$ cat config.mk
export PLATFORM = sky130hd
export DESIGN_NAME = wb_arbiter
export DESIGN_NICKNAME = d
export VERILOG_FILES = /design/src/rtl/wb_pkg.sv /design/src/rtl/wb_fifo.sv /design/src/rtl/wb_arbiter.sv
export SDC_FILE = /design/constraint.sdc
export NUM_CORES = 1
export LEC_CHECK = 0
export CELL_PAD_IN_SITES_DETAIL_PLACEMENT = 1
export CELL_PAD_IN_SITES_GLOBAL_PLACEMENT = 1
export CORE_MARGIN = 1
export CORE_UTILIZATION = 35
export DETAILED_ROUTE_END_ITERATION = 10
export GPL_TIMING_DRIVEN = 0
export PLACE_DENSITY = 0.74
export SLEW_MARGIN = 20
export SYNTH_ARGS = -nofsm -noshare
export SYNTH_HDL_FRONTEND = slang
export SYNTH_SLANG_ARGS = --single-unit
$ cat constraint.sdc
create_clock -name clk -period 6.3 [get_ports clk]
set_input_delay 0.945 -clock clk [delete_from_list [all_inputs] [get_ports clk]]
set_output_delay 0.945 -clock clk [all_outputs]
set_load 0.005 [all_outputs]
$ cat src/rtl/wb_pkg.sv
// Write-back arbiter shared types: the buffered write entry and the producer ids.
package wb_pkg;

    localparam int WB_N     = 16;         // data width, matches the register file
    localparam int WB_R     = 3;          // register address width
    localparam int WB_DEPTH = 2;          // FIFO entries
    localparam int WB_NREG  = 1 << WB_R;  // number of architectural registers

    typedef struct packed {
        logic [WB_R-1:0] addr;
        logic [WB_N-1:0] data;
    } wb_entry_t;

    typedef enum logic {
        SRC_ALU = 1'b0,
        SRC_MEM = 1'b1
    } wb_src_e;

endpackage

$ cat src/rtl/wb_fifo.sv
// Small synchronous FIFO of write-back entries. Pointers carry one extra wrap
// bit so full and empty are distinguished without a separate counter.
module wb_fifo
    import wb_pkg::*;
#(
    parameter int DEPTH = WB_DEPTH
) (
    input  logic      clk,
    input  logic      rst,
    input  logic      i_push,
    input  wb_entry_t i_entry,
    input  logic      i_pop,
    output wb_entry_t o_entry,
    output logic      o_full,
    output logic      o_empty
);

    localparam int AW = $clog2(DEPTH);

    logic [AW:0] r_wr_ptr;
    logic [AW:0] r_rd_ptr;
    wb_entry_t   r_mem [DEPTH];

    logic w_do_push;
    logic w_do_pop;

    assign o_empty   = (r_wr_ptr == r_rd_ptr);
    assign o_full    = (r_wr_ptr[AW] != r_rd_ptr[AW]) &&
                       (r_wr_ptr[AW-1:0] == r_rd_ptr[AW-1:0]);
    assign w_do_push = i_push && !o_full;
    assign w_do_pop  = i_pop && !o_empty;
    assign o_entry   = r_mem[r_rd_ptr[AW-1:0]];

    // Pointer advance; reset empties the FIFO and discards whatever it held.
    always_ff @(posedge clk or posedge rst) begin
        if (rst) begin
            r_wr_ptr <= '0;
            r_rd_ptr <= '0;
        end else begin
            if (w_do_push) r_wr_ptr <= r_wr_ptr + {{AW{1'b0}}, 1'b1};
            if (w_do_pop)  r_rd_ptr <= r_rd_ptr + {{AW{1'b0}}, 1'b1};
        end
    end

    // Entry storage; contents are only meaningful between the pointers.
    always_ff @(posedge clk) begin
        if (w_do_push) r_mem[r_wr_ptr[AW-1:0]] <= i_entry;
    end

endmodule

$ cat src/rtl/wb_arbiter.sv
// Write-back arbiter: round-robin between ALU and memory results, FIFO buffer,
// registered register-file write port and a per-register pending scoreboard.
// Optional feature macro: WB_R0_HARDWIRED_EN (r0 reads as a constant; writes
// to it are dropped and it never becomes pending).
module wb_arbiter
    import wb_pkg::*;
#(
    parameter int n     = WB_N,
    parameter int r     = WB_R,
    parameter int DEPTH = WB_DEPTH
) (
    input  logic            clk,
    input  logic            rst,
    input  logic            alu_valid,
    output logic            alu_ready,
    input  logic [r-1:0]    alu_addr,
    input  logic [n-1:0]    alu_data,
    input  logic            mem_valid,
    output logic            mem_ready,
    input  logic [r-1:0]    mem_addr,
    input  logic [n-1:0]    mem_data,
    input  logic            iss_valid,
    input  logic [r-1:0]    iss_addr,
    input  logic [r-1:0]    ra1,
    input  logic [r-1:0]    ra2,
    output logic            stall,
    input  logic            hold,
    output logic            we3,
    output logic [r-1:0]    wa3,
    output logic [n-1:0]    wd3,
    output logic [2**r-1:0] pending
);

    localparam int NREG = 1 << r;

    wb_src_e      r_last;
    logic         r_we3;
    logic [r-1:0] r_wa3;
    logic [n-1:0] r_wd3;
    logic [NREG-1:0] r_pending;

    logic      w_full;
    logic      w_empty;
    logic      w_alu_ready;
    logic      w_mem_ready;
    logic      w_push_alu;
    logic      w_push_mem;
    logic      w_push;
    logic      w_pop;
    logic      w_drop;
    logic      w_stall;
    wb_entry_t w_push_entry;
    wb_entry_t w_head;
    logic [NREG-1:0] w_set_mask;
    logic [NREG-1:0] w_clr_mask;

    // Handshake: a transfer happens on an edge where valid && ready. A port's
    // ready looks only at FIFO fullness, the other port's valid and the
    // round-robin flag, never at its own valid. When both offer, the port not
    // granted last wins; ready is taken from registered full, so a full FIFO
    // is not refilled on the edge it pops.
    assign w_alu_ready = !w_full && (!mem_valid || (r_last == SRC_MEM));
    assign w_mem_ready = !w_full && (!alu_valid || (r_last == SRC_ALU));
    assign w_push_alu  = alu_valid && w_alu_ready;
    assign w_push_mem  = mem_valid && w_mem_ready;
    assign w_push      = w_push_alu || w_push_mem;
    assign w_pop       = !w_empty && !hold;

    assign alu_ready = w_alu_ready;
    assign mem_ready = w_mem_ready;

    // Select the granted producer's payload for the FIFO write.
    always_comb begin
        w_push_entry.addr = alu_addr;
        w_push_entry.data = alu_data;
        if (w_push_mem) begin
            w_push_entry.addr = mem_addr;
            w_push_entry.data = mem_data;
        end
    end

`ifdef WB_R0_HARDWIRED_EN
    assign w_drop = (w_head.addr == '0);
`else
    assign w_drop = 1'b0;
`endif

    wb_fifo #(.DEPTH(DEPTH)) u_fifo (
        .clk     (clk),
        .rst     (rst),
        .i_push  (w_push),
        .i_entry (w_push_entry),
        .i_pop   (w_pop),
        .o_entry (w_head),
        .o_full  (w_full),
        .o_empty (w_empty)
    );

    // Round-robin flag moves only when an entry is actually accepted.
    always_ff @(posedge clk or posedge rst) begin
        if (rst) begin
            r_last <= SRC_MEM;
        end else if (w_push_alu) begin
            r_last <= SRC_ALU;
        end else if (w_push_mem) begin
            r_last <= SRC_MEM;
        end
    end

    // Register-file write port; address/data hold when no write retires.
    always_ff @(posedge clk or posedge rst) begin
        if (rst) begin
            r_we3 <= 1'b0;
            r_wa3 <= '0;
            r_wd3 <= '0;
        end else if (w_pop && !w_drop) begin
            r_we3 <= 1'b1;
            r_wa3 <= w_head.addr;
            r_wd3 <= w_head.data;
        end else begin
            r_we3 <= 1'b0;
        end
    end

    assign w_stall = iss_valid &&
                     (r_pending[ra1] || r_pending[ra2] || r_pending[iss_addr]);

    // Scoreboard set/clear masks; a set on the same bit as a clear wins.
    always_comb begin
        w_set_mask = '0;
        w_clr_mask = '0;
        if (iss_valid && !w_stall) w_set_mask[iss_addr] = 1'b1;
        if (r_we3)                 w_clr_mask[r_wa3]    = 1'b1;
`ifdef WB_R0_HARDWIRED_EN
        w_set_mask[0] = 1'b0;
`endif
    end

    // Pending bits: set on issue, cleared when the matching write retires.
    always_ff @(posedge clk or posedge rst) begin
        if (rst) begin
            r_pending <= '0;
        end else begin
            r_pending <= (r_pending & ~w_clr_mask) | w_set_mask;
        end
    end

    assign stall   = w_stall;
    assign we3     = r_we3;
    assign wa3     = r_wa3;
    assign wd3     = r_wd3;
    assign pending = r_pending;

endmodule

# Word level (Yosys, flattened, before mapping)
# Memories as Yosys holds them, arrays and structs flattened. A register that Yosys moved wholly into a read port is not among the register bits.
# Cells that the tools add are included.
[word_totals]
n_memories = 1
out_inout_bits = 31
input_bits = 53
mem_bits_rw = 38
mem_bits_ro = 0
register_bits = 14
latchBits = 0
[mem_list]
columns = ["memory", "depth", "word_bits", "rd", "rd_clocked_by_memory_dff", "write_ports", "line", "source"]
rows = [
  ["u_fifo.r_mem", 2, 19, 1, 1, 1, "wb_fifo.sv:22", "wb_entry_t r_mem [DEPTH];"],
]
[op_classes]
mul = 0
n_shift = 0
bitwise = 4
n_lt_le_gt_ge = 6
div_mod_pow = 0
add_sub_neg = 2
muxes = 18
reduce_logical = 24
eq_ne = 3
[op_table]
columns = ["op", "n"]
rows = [
  ["19-bit two-way mux", 1],
  ["3-bit by 4-bit < comparator with 1-bit output (second input constant)", 4],
  ["8-bit two-way mux", 2],
  ["1-bit logical AND", 12],
  ["1-bit two-way mux", 10],
  ["1-bit binary-select mux with 3-bit select", 3],
  ["8-bit bitwise AND", 1],
  ["8-bit NOT", 1],
  ["8-bit OR", 1],
  ["1-bit demux with 3-bit select", 2],
  ["3-bit by 1-bit greater-or-equal comparator with 1-bit output (second input constant)", 2],
  ["1-bit zero test", 6],
  ["1-bit logical OR", 5],
  ["2-bit by 1-bit adder with 2-bit output (second input constant)", 2],
  ["2-bit equality test", 1],
  ["2-bit nonzero test", 1],
  ["1-bit equality test", 1],
  ["1-bit inequality test", 1],
  ["1-bit NOT", 1],
]

# Depth between registers and ports, before layout
[logic_depth]
depth_word = 9
ltp_mapped = 6
mapped_depth_nobuf = 4

# Hierarchy
# A second synthesis with hierarchy kept.
[hier_totals]
cells_unflattened = 223
area_unflattened_um2 = 3270.6
[modules_own_cells]
columns = ["mod", "area_each_um2", "instances", "seq_area_each_um2", "cells_each"]
rows = [
  ["wb_arbiter", 1649.1, 1, 726.9, 137],
  ["wb_fifo", 1621.6, 1, 1241.2, 86],
]

# Worst setup path before layout
# Ideal clock, no wire load.
[synth_timing]
path_kind = "in2out"
from = "input iss_addr[1]"
to = "output stall"
required_time_ps = 5355
path_buffers = 1
path_stages = 4
arrival_time_ps = 2141
path_slack_ps = 3214
path_cell_list = "buf_2 > mux4_2 > mux2_2 > o31a_1"
[synth_via]
elab_chain_len = 4
[synth_lines]
columns = ["item", "line", "source"]
rows = [
  ["from (decl)", "wb_arbiter.sv:23", "input logic [r-1:0] iss_addr,"],
  ["1-bit binary-select mux with 3-bit select", "wb_arbiter.sv:126", "(r_pending[ra1] || r_pending[ra2] || r_pending[iss_addr]);"],
  ["1-bit two-way mux (not written as such)", "wb_arbiter.sv:126", ""],
  ["1-bit logical OR", "wb_arbiter.sv:126", ""],
  ["1-bit logical AND", "wb_arbiter.sv:125", "assign w_stall = iss_valid &&"],
  ["to (decl)", "wb_arbiter.sv:26", "output logic stall,"],
]
# Every way passes these cells. The select of a mux whose other input is x is not followed.

# Final worst setup path
[layout_timing]
from = "input ra2[1]"
to = "output stall"
[layout_via]
elab_chain_len = 5
[layout_lines]
columns = ["item", "line", "source"]
rows = [
  ["from (decl)", "wb_arbiter.sv:25", "input logic [r-1:0] ra2,"],
  ["1-bit binary-select mux with 3-bit select", "wb_arbiter.sv:126", ""],
  ["1-bit two-way mux (not written as such)", "wb_arbiter.sv:126", ""],
  ["1-bit logical OR (2 in a row)", "wb_arbiter.sv:126", ""],
  ["1-bit logical AND", "wb_arbiter.sv:125", ""],
]
# Every way passes these cells. The select of a mux whose other input is x is not followed.

==> flow_summary_export.csv <==
group,metric,value,unit
outcome,status,"complete, no violations",
global_routing,grt_usage,16.30,%
global_routing,antenna_found_initial,0,
yosys,synth_top_area_share,35.71,%
cts,cts_tree,"yes",
cells_and_area,layout-drive-gt1-share,17.16,%
placement,dp.cells,430,
placement,gp_congestion,0.7741,
floorplanning,die_height,97.55,um
route,wl_per_cell,16.96,um
sta,setup_viol,0,
global_routing,grt.overflow.total,0,
route,drt_iter0_drc,48,
pwr,p_leak,0.001665,uW
sta,finClkSkew,0.008864,ns
cts,post_cts_resize_count,0,
cells_and_area,fillers,922,
floorplanning,dieArea,9516,um2
cts,cts-buffers-inserted,9,
global_routing,grt_max_degree,34,
placement,io_buffers,82,
pwr,swShare,35.03,%
cts,clk-insertion-delay-late,0.34,ns
floorplanning,die_w,97.55,um
worst_setup_path,cp_max_fo,9,
route,ant_nets,0,
sta,tns,0,ns
sta,rsz0062_at_grt,"false",
placement,place_area,4179,um2
global_routing,grt_pass1_wl,11890,um
global_routing,grt_pass1_vias,2394,
pwr,p_sw,772.2,uW
route,post-route-drc-count,0,
yosys,synth_nets,291,
cells_and_area,final-instance-count-excl-fill,446,
cells_and_area,final_nets,386,
worst_setup_path,critPathMaxStageDelay,0.60,ns
placement,dpl.hpwl,5492,um
yosys,synth_flop_cell,"edfxtp_1",
cells_and_area,syn_to_final_growth,36.88,%
worst_setup_path,cp_slowest_cell,"clkdlybuf4s50_1",
cts,clk_pin_slew,0.08,ns
worst_setup_path,cp_common_cell,"clkdlybuf4s50_1",
sta,drv_slew,0,
pwr,p_per_area,504.0,nW/um2
sta,finalHoldViolCount,0,
yosys,synth.distinct_cells,33,
yosys,async_reset_ff_share,46.48,%
floorplanning,row_count,34,
floorplanning,start_util,36.46,%
sta,fin_crit_sh,64.75,%
route,viasPerCell,5.137,
cts,cts_setup_buffers,0,
worst_setup_path,start_kind,"input pin",
route,first_pass_iters,4,
floorplanning,core,8763,um2
sta,period_needed,4.079,ns
worst_setup_path,path_cells,"clkdlybuf4s50_1 -> mux2i_1 -> and3_4 -> nor4_4 -> o31a_1 -> clkdlybuf4s50_1",
sta,slew_headroom,46.31,%
yosys,yosys_warnings,0,
cts,cts_sinks,71,
min_path,min_path_type,"reg2reg",
sta,worst_pin_slew,0.8054,ns
pwr,clkPwrFrac,16.4,%
cts,ctsLongestPathBuffers,2,
pwr,power_frac_seq,41.0,%
floorplanning,ioPinCount,84,
yosys,yosys-top-cells-area,"edfxtp_1 (36%), dfrtp_1 (25%), mux2_2 (8.1%)",
pwr,p_int,1432,uW
pwr,pwr-share-comb,42.6,%
yosys,synthCells,238,
route,drt_wl_total,7562,um
yosys,yosys.area.top_type,"edfxtp_1",
route,num_vias,2291,
worst_setup_path,critPathRequiredTime,5.35,ns
worst_setup_path,endpoint_kind,"output port",
cells_and_area,final_cell_area,4374,um2
cts,htreeDepth,3,
cells_and_area,n_antenna_cell,0,
yosys,synth_seq_cells,71,
cts,cts_hold_buffers,0,
sta,whs,0.4845,ns
yosys,syn_area,3196,um2
sta,timing.fmax,245.2,MHz
worst_setup_path,crit_arrival,3.13,ns
job,drv_cap,0,
pwr,peakVddDrop,200.3,uV
worst_setup_path,worst-setup-path-type,"in2out",
cts,root_buffer,"clkbuf_8",
yosys,ys_seq_area_share,61.59,%
yosys,synth-edff-count,38,
yosys,avgSynthCellArea,13.43,um2
-- metrics by stage --
step	setup WS (ns)	total power (uW)	util, %
final	2.221	2204	49.91
after global routing	2.119	2341	49.91
after CTS	2.206	2239	49.91
after detailed placement	2.215	1870	47.69
after global placement	2.231	1803	47.37
after floorplan	3.214	1409	-
-- worst max-delay path, delay by kind of cell --
kind                   cells  cell delay, ns
buffers and inverters      2            1.10
and+or+nand+nor            2            0.74
AOI/OAI and AO/OA          1            0.21
muxes                      1            0.12
-- Yosys cell counts (2+ instances only) --
cell,n
o41ai_1,4
xor2_1,3
mux2_2,23
nor3b_2,2
o211ai_1,2
nor2b_1,3
inv_1,4
nand2_1,9
dfrtp_1,32
a21oi_1,22
o31ai_1,6
xnor2_1,4
nand2b_1,5
nor2_1,25
buf_2,5
edfxtp_1,38
clkbuf_1,4
o21ai_0,7
mux2i_1,24
or3_1,2
mux4_2,2
-- final timing paths --
kind,startpoint,slack [ns],end,depth (start not counted)
worst min-delay path,r_last$_DFFE_PP1N_,0.48,r_last$_DFFE_PP1N_,2
max in group asynchronous,rst,4.78,wd3[8]$_DFFE_PP0P_,2
worst max-delay path,ra2[1],2.22,stall,6
worst max register to register,u_fifo.r_rd_ptr[1]$_DFFE_PP0P_,4.17,u_fifo.r_mem[1][0]$_DFFE_PP_,4
min in group asynchronous,rst,1.04,u_fifo.r_wr_ptr[0]$_DFFE_PP0N_,2
worst min register to register,r_last$_DFFE_PP1N_,0.48,r_last$_DFFE_PP1N_,2
-- power by group through the flow --
| stage | sequential [uW] | combinational, uW | clock, uW |
|---|---|---|---|
| 3_3_place_gp | 907 | 896 | 0 |
| 5_1_grt | 931 | 1020 | 387 |
| 4_1_cts | 905 | 965 | 369 |
| 3_5_place_dp | 914 | 957 | 0 |
| 2_1_floorplan | 886 | 522 | 0 |
| 6_report | 904 | 940 | 361 |
-- cells in the final DEF (no fill, tap or decap), drive strengths merged, types with 3 or more instances in the layout --
cell type and count:
inv 6, dfrtp 32, nor2b 3, mux2 24
mux2i 24, o41ai 4, xnor2 4, buf 8
o21ai 7, clkbuf 14, a21oi 22, nand2 9
edfxtp 38, nand2b 5, o31ai 6, xor2 3
clkdlybuf4s50 82, nor2 25
-- metal layers --
metal  GRT usage [%]  part of all wire, %
met1           19.01                   43
met2           29.42                   52
met3           3.453                  3.6
met4           5.769                  1.2
met5               0                    0
-- flip-flops by register name, indices dropped and copies added, names as in the netlist --
name / cells
pending: 8
r_last: 1
u_fifo.r_mem: 38
u_fifo.r_rd_ptr: 2
u_fifo.r_wr_ptr: 2
wa3: 3
wd3: 16
we3: 1
-- area by class of cell --
class                   count  area [um2]  area share [%]
flip-flops and latches     71        1968           44.99
multi-input cells         152        1169           26.72
clock inverters             7       71.32           1.630
repair buffers             84       843.3           19.28
clock buffers               9       123.9           2.832
well taps                 108       135.1           3.089
plain buffers              11       48.80           1.116
inverters                   4       15.01          0.3432
-- cells by family after synthesis --
kind of cell	Yosys count	synth area share (%)
flops	71	61.59
mux	50	17.38
simple gates	49	7.987
compound gates	46	9.123
buf+inv	15	1.996
xor+xnor	7	1.919
Note: power is estimated with default switching activity, not from simulation.
